==> config.mk <==
export PLATFORM = sky130hd
export DESIGN_NAME = mpu_load_ctrl
export DESIGN_NICKNAME = d
export VERILOG_FILES = /design/src/rtl/mpu_pkg.sv /design/src/rtl/mpu_load_ctrl.sv
export SDC_FILE = /design/constraint.sdc
export NUM_CORES = 1
export LEC_CHECK = 0
export CAP_MARGIN = 20
export CORE_ASPECT_RATIO = 1.4
export CORE_UTILIZATION = 39
export DETAILED_ROUTE_END_ITERATION = 6
export GPL_TIMING_DRIVEN = 0
export PLACE_DENSITY_LB_ADDON = 0.15
export SLEW_MARGIN = 20
export SYNTH_ARGS = -nofsm -noshare
export SYNTH_HDL_FRONTEND = slang
export SYNTH_SLANG_ARGS = --single-unit
==> constraint.sdc <==
create_clock -name clk -period 1.55 [get_ports clk]
set_input_delay 0.2325 -clock clk [delete_from_list [all_inputs] [get_ports clk]]
set_output_delay 0.2325 -clock clk [all_outputs]
set_load 0.01 [all_outputs]
==> src/rtl/mpu_pkg.sv <==
// MPU shared types and load-path dimension widths.
// Latency: n/a (types and constants only).
// Backpressure: n/a.
package mpu_pkg;

  // Default geometry of the matrix register file.
  localparam int LOAD_M          = 2;
  localparam int LOAD_N          = 2;
  localparam int MATRIX_REG_SIZE = 16;
  localparam int LOAD_FP         = 32;

  // Field widths used on the load path.
  localparam int LOAD_DEST_W = $clog2(MATRIX_REG_SIZE);
  localparam int LOAD_MDIM_W = $clog2(LOAD_M + 1);
  localparam int LOAD_NDIM_W = $clog2(LOAD_N + 1);
  localparam int LOAD_ROW_W  = (LOAD_M > 1) ? $clog2(LOAD_M) : 1;
  localparam int LOAD_COL_W  = (LOAD_N > 1) ? $clog2(LOAD_N) : 1;

  // LOAD front-end controller states.
  typedef enum logic [0:0] {
    LOAD_IDLE   = 1'b0,
    LOAD_MATRIX = 1'b1
  } load_state_t;

endpackage

==> src/rtl/mpu_load_ctrl.sv <==
// LOAD front end: streams row-major FP elements into a matrix register, then commits dims.
// Latency: each accepted beat is written exactly 1 cycle later; commit/done ride with the last write.
// Backpressure: element_ready_out is high for the whole load and low when idle; no stalls mid-load.
module mpu_load_ctrl
  import mpu_pkg::*;
#(
  parameter int FP               = LOAD_FP,
  parameter int M                = LOAD_M,
  parameter int N                = LOAD_N,
  parameter int MATRIX_REGISTERS = MATRIX_REG_SIZE,
  localparam int DEST_W = $clog2(MATRIX_REGISTERS),
  localparam int MDIM_W = $clog2(M + 1),
  localparam int NDIM_W = $clog2(N + 1),
  localparam int ROW_W  = (M > 1) ? $clog2(M) : 1,
  localparam int COL_W  = (N > 1) ? $clog2(N) : 1
) (
  input  logic              clk,
  input  logic              rst,
  input  logic              start_in,
  input  logic [DEST_W-1:0] dest_in,
  input  logic [MDIM_W-1:0] m_in,
  input  logic [NDIM_W-1:0] n_in,
  input  logic [FP-1:0]     element_in,
  input  logic              element_valid_in,
  output logic              element_ready_out,
  output logic              reg_wr_en_out,
  output logic [DEST_W-1:0] reg_wr_addr_out,
  output logic [ROW_W-1:0]  reg_row_out,
  output logic [COL_W-1:0]  reg_col_out,
  output logic [FP-1:0]     reg_data_out,
  output logic              reg_commit_out,
  output logic [MDIM_W-1:0] reg_m_out,
  output logic [NDIM_W-1:0] reg_n_out,
  output logic              busy_out,
  output logic              done_out,
  output logic              error_out
);

  load_state_t       state, state_nxt;
  logic [DEST_W-1:0] dest_lat;
  logic [MDIM_W-1:0] m_lat;
  logic [NDIM_W-1:0] n_lat;
  logic [ROW_W-1:0]  row;
  logic [COL_W-1:0]  col;

  logic idle;
  logic dims_ok;
  logic cmd_ok;
  logic cmd_bad;
  logic accept;
  logic col_last;
  logic row_last;
  logic last_beat;

  assign idle    = (state == LOAD_IDLE);
  assign dims_ok = (m_in != '0) && (int'(m_in) <= M) &&
                   (n_in != '0) && (int'(n_in) <= N);
  // Commands only count while idle; a start during a load is dropped silently.
  assign cmd_ok  = idle && start_in && dims_ok;
  assign cmd_bad = idle && start_in && !dims_ok;

  assign element_ready_out = (state == LOAD_MATRIX);
  assign busy_out          = (state == LOAD_MATRIX);
  assign accept            = element_valid_in && element_ready_out;

  assign col_last  = (NDIM_W'(col) == n_lat - NDIM_W'(1));
  assign row_last  = (MDIM_W'(row) == m_lat - MDIM_W'(1));
  assign last_beat = row_last && col_last;

  // State register.
  always_ff @(posedge clk or negedge rst) begin
    if (!rst) state <= LOAD_IDLE;
    else      state <= state_nxt;
  end

  // Next state: enter on a legal command, leave as the final beat is taken.
  always_comb begin
    state_nxt = state;
    case (state)
      LOAD_IDLE:   if (cmd_ok)             state_nxt = LOAD_MATRIX;
      LOAD_MATRIX: if (accept && last_beat) state_nxt = LOAD_IDLE;
      default:                             state_nxt = LOAD_IDLE;
    endcase
  end

  // Command latch, row-major counters and the registered write/commit stage.
  always_ff @(posedge clk or negedge rst) begin
    if (!rst) begin
      dest_lat        <= '0;
      m_lat           <= '0;
      n_lat           <= '0;
      row             <= '0;
      col             <= '0;
      reg_wr_en_out   <= 1'b0;
      reg_wr_addr_out <= '0;
      reg_row_out     <= '0;
      reg_col_out     <= '0;
      reg_data_out    <= '0;
      reg_commit_out  <= 1'b0;
      reg_m_out       <= '0;
      reg_n_out       <= '0;
      done_out        <= 1'b0;
      error_out       <= 1'b0;
    end else begin
      reg_wr_en_out  <= accept;
      reg_commit_out <= accept && last_beat;
      done_out       <= accept && last_beat;
      error_out      <= cmd_bad;

      if (cmd_ok) begin
        dest_lat <= dest_in;
        m_lat    <= m_in;
        n_lat    <= n_in;
        row      <= '0;
        col      <= '0;
      end

      if (accept) begin
        reg_wr_addr_out <= dest_lat;
        reg_row_out     <= row;
        reg_col_out     <= col;
        reg_data_out    <= element_in;
        if (col_last) begin
          col <= '0;
          row <= row + ROW_W'(1);
        end else begin
          col <= col + COL_W'(1);
        end
        // Dimensions only change on a completed load; they hold afterwards.
        if (last_beat) begin
          reg_m_out <= m_lat;
          reg_n_out <= n_lat;
        end
      end
    end
  end

endmodule

==> reports/summary.txt <==
FINISH
------------------------------------------------------------------------------------------
Layout Cell Area excl Fill ..................................................     3480 um2
Multi-input gate area in the final layout ...................................      846 um2
Area growth from synthesis to layout ........................................        51.1%
Layout Nets .................................................................          387
Number of inserted diodes ...................................................            0
Post-route core utilization .................................................        62.2%
Seq. cell area ..............................................................     1410 um2
Count of filler cells inserted in the layout ................................          484
Ratio of cells with drive above 1 in the final layout .......................        10.8%

CTS
------------------------------------------------------------------------------------------
Number of buffers created by CTS ............................................            5
CTS tree ....................................................................         done
Worst-skew pair later-pin latency ...........................................      0.31 ns
Clock edge transition at the registers on the reported setup and hold paths .      0.09 ns
Htree depth .................................................................            2
Number of clock sinks .......................................................           56
CTS Buffer Depth ............................................................            2
Root buffer selected by CTS ................................................. sky130_fd_sc_hd__clkbuf_8

GLOBAL ROUTING
------------------------------------------------------------------------------------------
Number of antenna violations at the first check in global routing ...........            0
Total global routing track utilization ......................................        18.8%
Global-route wire length before repair ......................................      8780 um
Pin count of the biggest net entering global routing ........................           57
Leftover overflow at the end of global routing ..............................            0
Via count of the first global-routing pass ..................................         1856

LOGIC SYNTHESIS
------------------------------------------------------------------------------------------
Number of synthesized register bits .........................................           56
Leading post-synthesis cells by cell area ................................... sky130_fd_sc_hd__dfrtp_1 61%, sky130_fd_sc_hd__nand2_1 19%, sky130_fd_sc_hd__mux2_2 2.9%
Warnings from Yosys .........................................................            0
Area fraction of the dominant cell type after synthesis .....................        60.8%
Sequential cell area fraction in the yosys report ...........................        60.8%
Most area-hungry cell type in the Yosys netlist ............................. sky130_fd_sc_hd__dfrtp_1
Netlist Area Pre-Place ......................................................     2310 um2
Post-Syn Instances ..........................................................          239
Number of library cell types mapped by synthesis ............................           37
Synth Area per Inst .........................................................     9.65 um2
Synthesized net count .......................................................          283

ROUTE
------------------------------------------------------------------------------------------
Average detailed-routed wire length per instance ............................      12.7 um
Via count of the routed design ..............................................         1939
Final antenna-violating net count ...........................................            0
First drt pass iteration count ..............................................            4
Remaining DRCs ..............................................................            0
Number of violations reported at the end of detailed-routing iteration 0 ....          147
Vias per std cell ...........................................................         4.72
Post-Route WL ...............................................................      5220 um

TIMING
------------------------------------------------------------------------------------------
Max Fclk ....................................................................      667 MHz
Setup repair after global routing missed its margin .........................           no
Final period demand of the worst path .......................................      1.50 ns
Number of endpoints with negative hold slack in the final report ............            0
Final setup slack of the worst path .........................................    0.0502 ns
Tightest slew margin relative to the limit ..................................        53.1%
Post-route fraction of the period consumed by the critical path .............        96.8%
Post-route setup TNS ........................................................         0 ns
Final Setup Violations ......................................................            0
Final Max Tran Viols ........................................................            0
Worst setup skew after layout ...............................................   0.00348 ns
Pin slew with the least headroom to its limit ...............................     0.703 ns

CRITICAL PATH
------------------------------------------------------------------------------------------
Data required time at the worst endpoint ....................................      1.77 ns
Classification of the worst setup path ......................................   reg -> reg
Kind of start point of the critical path ....................................    flip-flop
Setup crit end kind .........................................................    flip-flop
Data arrival time of the worst path .........................................      1.72 ns
Top fanout value on the critical path .......................................            6

FLOORPLAN
------------------------------------------------------------------------------------------
Row Count ...................................................................           32
Top Ports ...................................................................           92
Horizontal die dimension ....................................................      67.0 um
Die height ..................................................................      93.0 um
Initial Utilization .........................................................        41.1%
Area of the core ............................................................     5610 um2
Total Die Area ..............................................................     6230 um2

POWER AND IR DROP
------------------------------------------------------------------------------------------
Clock network power share ...................................................        12.8%
Sw Ratio ....................................................................        34.6%
Total leakage power .........................................................      1.64 nW
Pwr Total ...................................................................      5.87 mW
Areal power density over the cells ..........................................  1680 nW/um2
Sequential share of power ...................................................        41.0%
Internal power ..............................................................      3.84 mW
Switching Power .............................................................      2.03 mW
Logic pwr share .............................................................        46.2%
Peak supply drop ............................................................    0.00105 V

PLACED DESIGN
------------------------------------------------------------------------------------------
Area after DPL ..............................................................     3300 um2
Total of buffers placed on input and output ports ...........................           91
Last weighted congestion value of the routability-driven placer .............        0.769
HPWL after DPL ..............................................................      3700 um
DP Worst Slack ..............................................................    -0.509 ns

MIN PATH
------------------------------------------------------------------------------------------
Hold/Removal Path Class .....................................................    in -> reg

OUTCOME
------------------------------------------------------------------------------------------
Outcome .....................................................................    completed

JOB
------------------------------------------------------------------------------------------
Max_cap viols ...............................................................            0

==> metal layers <==
layer,global-route usage (%),vias up,wire length (um)
met2,31.2,52,2670
met5,0,-,0
met1,23.1,909,2200
li1,-,968,-
met4,7.45,0,104
met3,4.27,10,252
==> per-stage QoR <==
| step | hold WS, ns | instances |
|---|---|---|
| final | 0.446 | 411 |
| after global routing | 0.447 | 411 |
| after CTS | 0.435 | 408 |
| after detailed placement | 0.332 | 398 |
| after global placement | 0.444 | 398 |
| after floorplan | -0.0631 | 239 |
==> registers in the layout, summed over array words and instances, names as in the netlist <==
signal and flops:
reg_col_out 1, reg_data_out 32, busy_out 1, error_out 1
reg_wr_addr_out 4, reg_m_out 2, reg_n_out 2, n_lat 2
done_out 1, col 1, reg_wr_en_out 1, m_lat 2
dest_lat 4, row 1, reg_row_out 1
==> synthesized netlist by cell type <==
library cell / number
sky130_fd_sc_hd__nor2b_1: 1
sky130_fd_sc_hd__or4_1: 1
sky130_fd_sc_hd__nor3_4: 1
sky130_fd_sc_hd__and3_1: 1
sky130_fd_sc_hd__a221oi_1: 1
sky130_fd_sc_hd__nor3_1: 1
sky130_fd_sc_hd__a221oi_2: 1
sky130_fd_sc_hd__clkinv_1: 1
sky130_fd_sc_hd__a211o_1: 1
sky130_fd_sc_hd__buf_2: 2
sky130_fd_sc_hd__o211ai_1: 2
sky130_fd_sc_hd__nand2_1: 118
sky130_fd_sc_hd__and2_1: 1
sky130_fd_sc_hd__a32o_1: 1
sky130_fd_sc_hd__a221o_1: 1
sky130_fd_sc_hd__o32ai_1: 1
sky130_fd_sc_hd__nand2b_1: 1
sky130_fd_sc_hd__dfrtp_1: 56
sky130_fd_sc_hd__nand4bb_1: 1
sky130_fd_sc_hd__or3b_1: 1
sky130_fd_sc_hd__buf_4: 2
sky130_fd_sc_hd__clkbuf_1: 8
sky130_fd_sc_hd__nor2_1: 5
sky130_fd_sc_hd__o31ai_1: 2
sky130_fd_sc_hd__mux2_2: 6
sky130_fd_sc_hd__or2_2: 1
sky130_fd_sc_hd__and3b_1: 1
sky130_fd_sc_hd__o21ai_0: 2
sky130_fd_sc_hd__mux2i_1: 3
sky130_fd_sc_hd__a2111oi_2: 1
sky130_fd_sc_hd__o221ai_1: 1
sky130_fd_sc_hd__o21a_1: 1
sky130_fd_sc_hd__inv_1: 6
sky130_fd_sc_hd__nor3b_1: 1
sky130_fd_sc_hd__nand3b_1: 1
sky130_fd_sc_hd__a21oi_1: 2
sky130_fd_sc_hd__xnor2_1: 2
==> timing repair <==
item,in CTS,in global routing
endpoints found under the hold margin,6,0
resized for setup,7,12
setup endpoints to repair,50,12
hold buffers,1,0
setup buffers,3,3
pin swaps,2,3
==> worst paths after layout <==
check                      slack [ns]                     from  cells past startpoint                              to
min reg2reg                      0.48  dest_lat[0]$_DFFE_PN0P_                      2  reg_wr_addr_out[0]$_DFFE_PN0P_
min in group asynchronous        0.51                      rst                      2             error_out$_DFF_PN0_
max in group asynchronous        0.54                      rst                      2            m_lat[1]$_DFFE_PN0P_
max reg2reg                      0.05          col$_DFFE_PN0P_                      3        reg_n_out[0]$_DFFE_PN0P_
min                              0.45           element_in[20]                      3    reg_data_out[20]$_DFFE_PN0P_
max                              0.05          col$_DFFE_PN0P_                      3        reg_n_out[0]$_DFFE_PN0P_
==> power groups by stage <==
stage	sequential [mW]	clock [mW]	combinational [mW]
final	2.41	0.749	2.71
after global routing	2.48	0.838	2.99
after CTS	2.40	0.781	2.64
after detailed placement	2.42	0	2.59
after global placement	2.41	0	2.54
after floorplan	2.59	0	1.06
==> layout make-up <==
| class | count | share of cell area [%] |
|---|---|---|
| Sequential cell | 56 | 40.4 |
| Timing Repair Buffer | 98 | 28.1 |
| Multi-Input combinational cell | 164 | 24.3 |
| Tap cell | 68 | 2.44 |
| Clock buffer | 6 | 2.08 |
| Buffer | 11 | 1.80 |
| Inverter | 7 | 0.790 |
| Clock inverter | 1 | 0.144 |
==> layout by cell type, fill, tap and decap left out, types with 3 or more instances in the layout <==
| cell | instances |
|---|---|
| sky130_fd_sc_hd__clkbuf_8 | 5 |
| sky130_fd_sc_hd__inv_1 | 6 |
| sky130_fd_sc_hd__nand2_1 | 117 |
| sky130_fd_sc_hd__nor2_1 | 5 |
| sky130_fd_sc_hd__buf_4 | 9 |
| sky130_fd_sc_hd__dfrtp_1 | 52 |
| sky130_fd_sc_hd__clkbuf_1 | 6 |
| sky130_fd_sc_hd__mux2_2 | 6 |
| sky130_fd_sc_hd__clkdlybuf4s50_1 | 87 |
| sky130_fd_sc_hd__mux2i_1 | 3 |
| sky130_fd_sc_hd__dfrtp_2 | 4 |
==> worst max-delay path: stages (launching register included) <==
cell and delay, ns:
sky130_fd_sc_hd__dfrtp_2 0.46, sky130_fd_sc_hd__o21a_1 0.19, sky130_fd_sc_hd__or4_1 0.52, sky130_fd_sc_hd__a221oi_2 0.25
==> cells by family after synthesis <==
group | count (synthesis) | share of synthesized area [%]
simple gates | 136 | 24.5
flops | 56 | 60.8
buf+inv | 19 | 3.53
compound gates | 17 | 6.19
mux | 9 | 4.23
xor+xnor | 2 | 0.760
No activity file was read; power rests on OpenSTA's default activity.
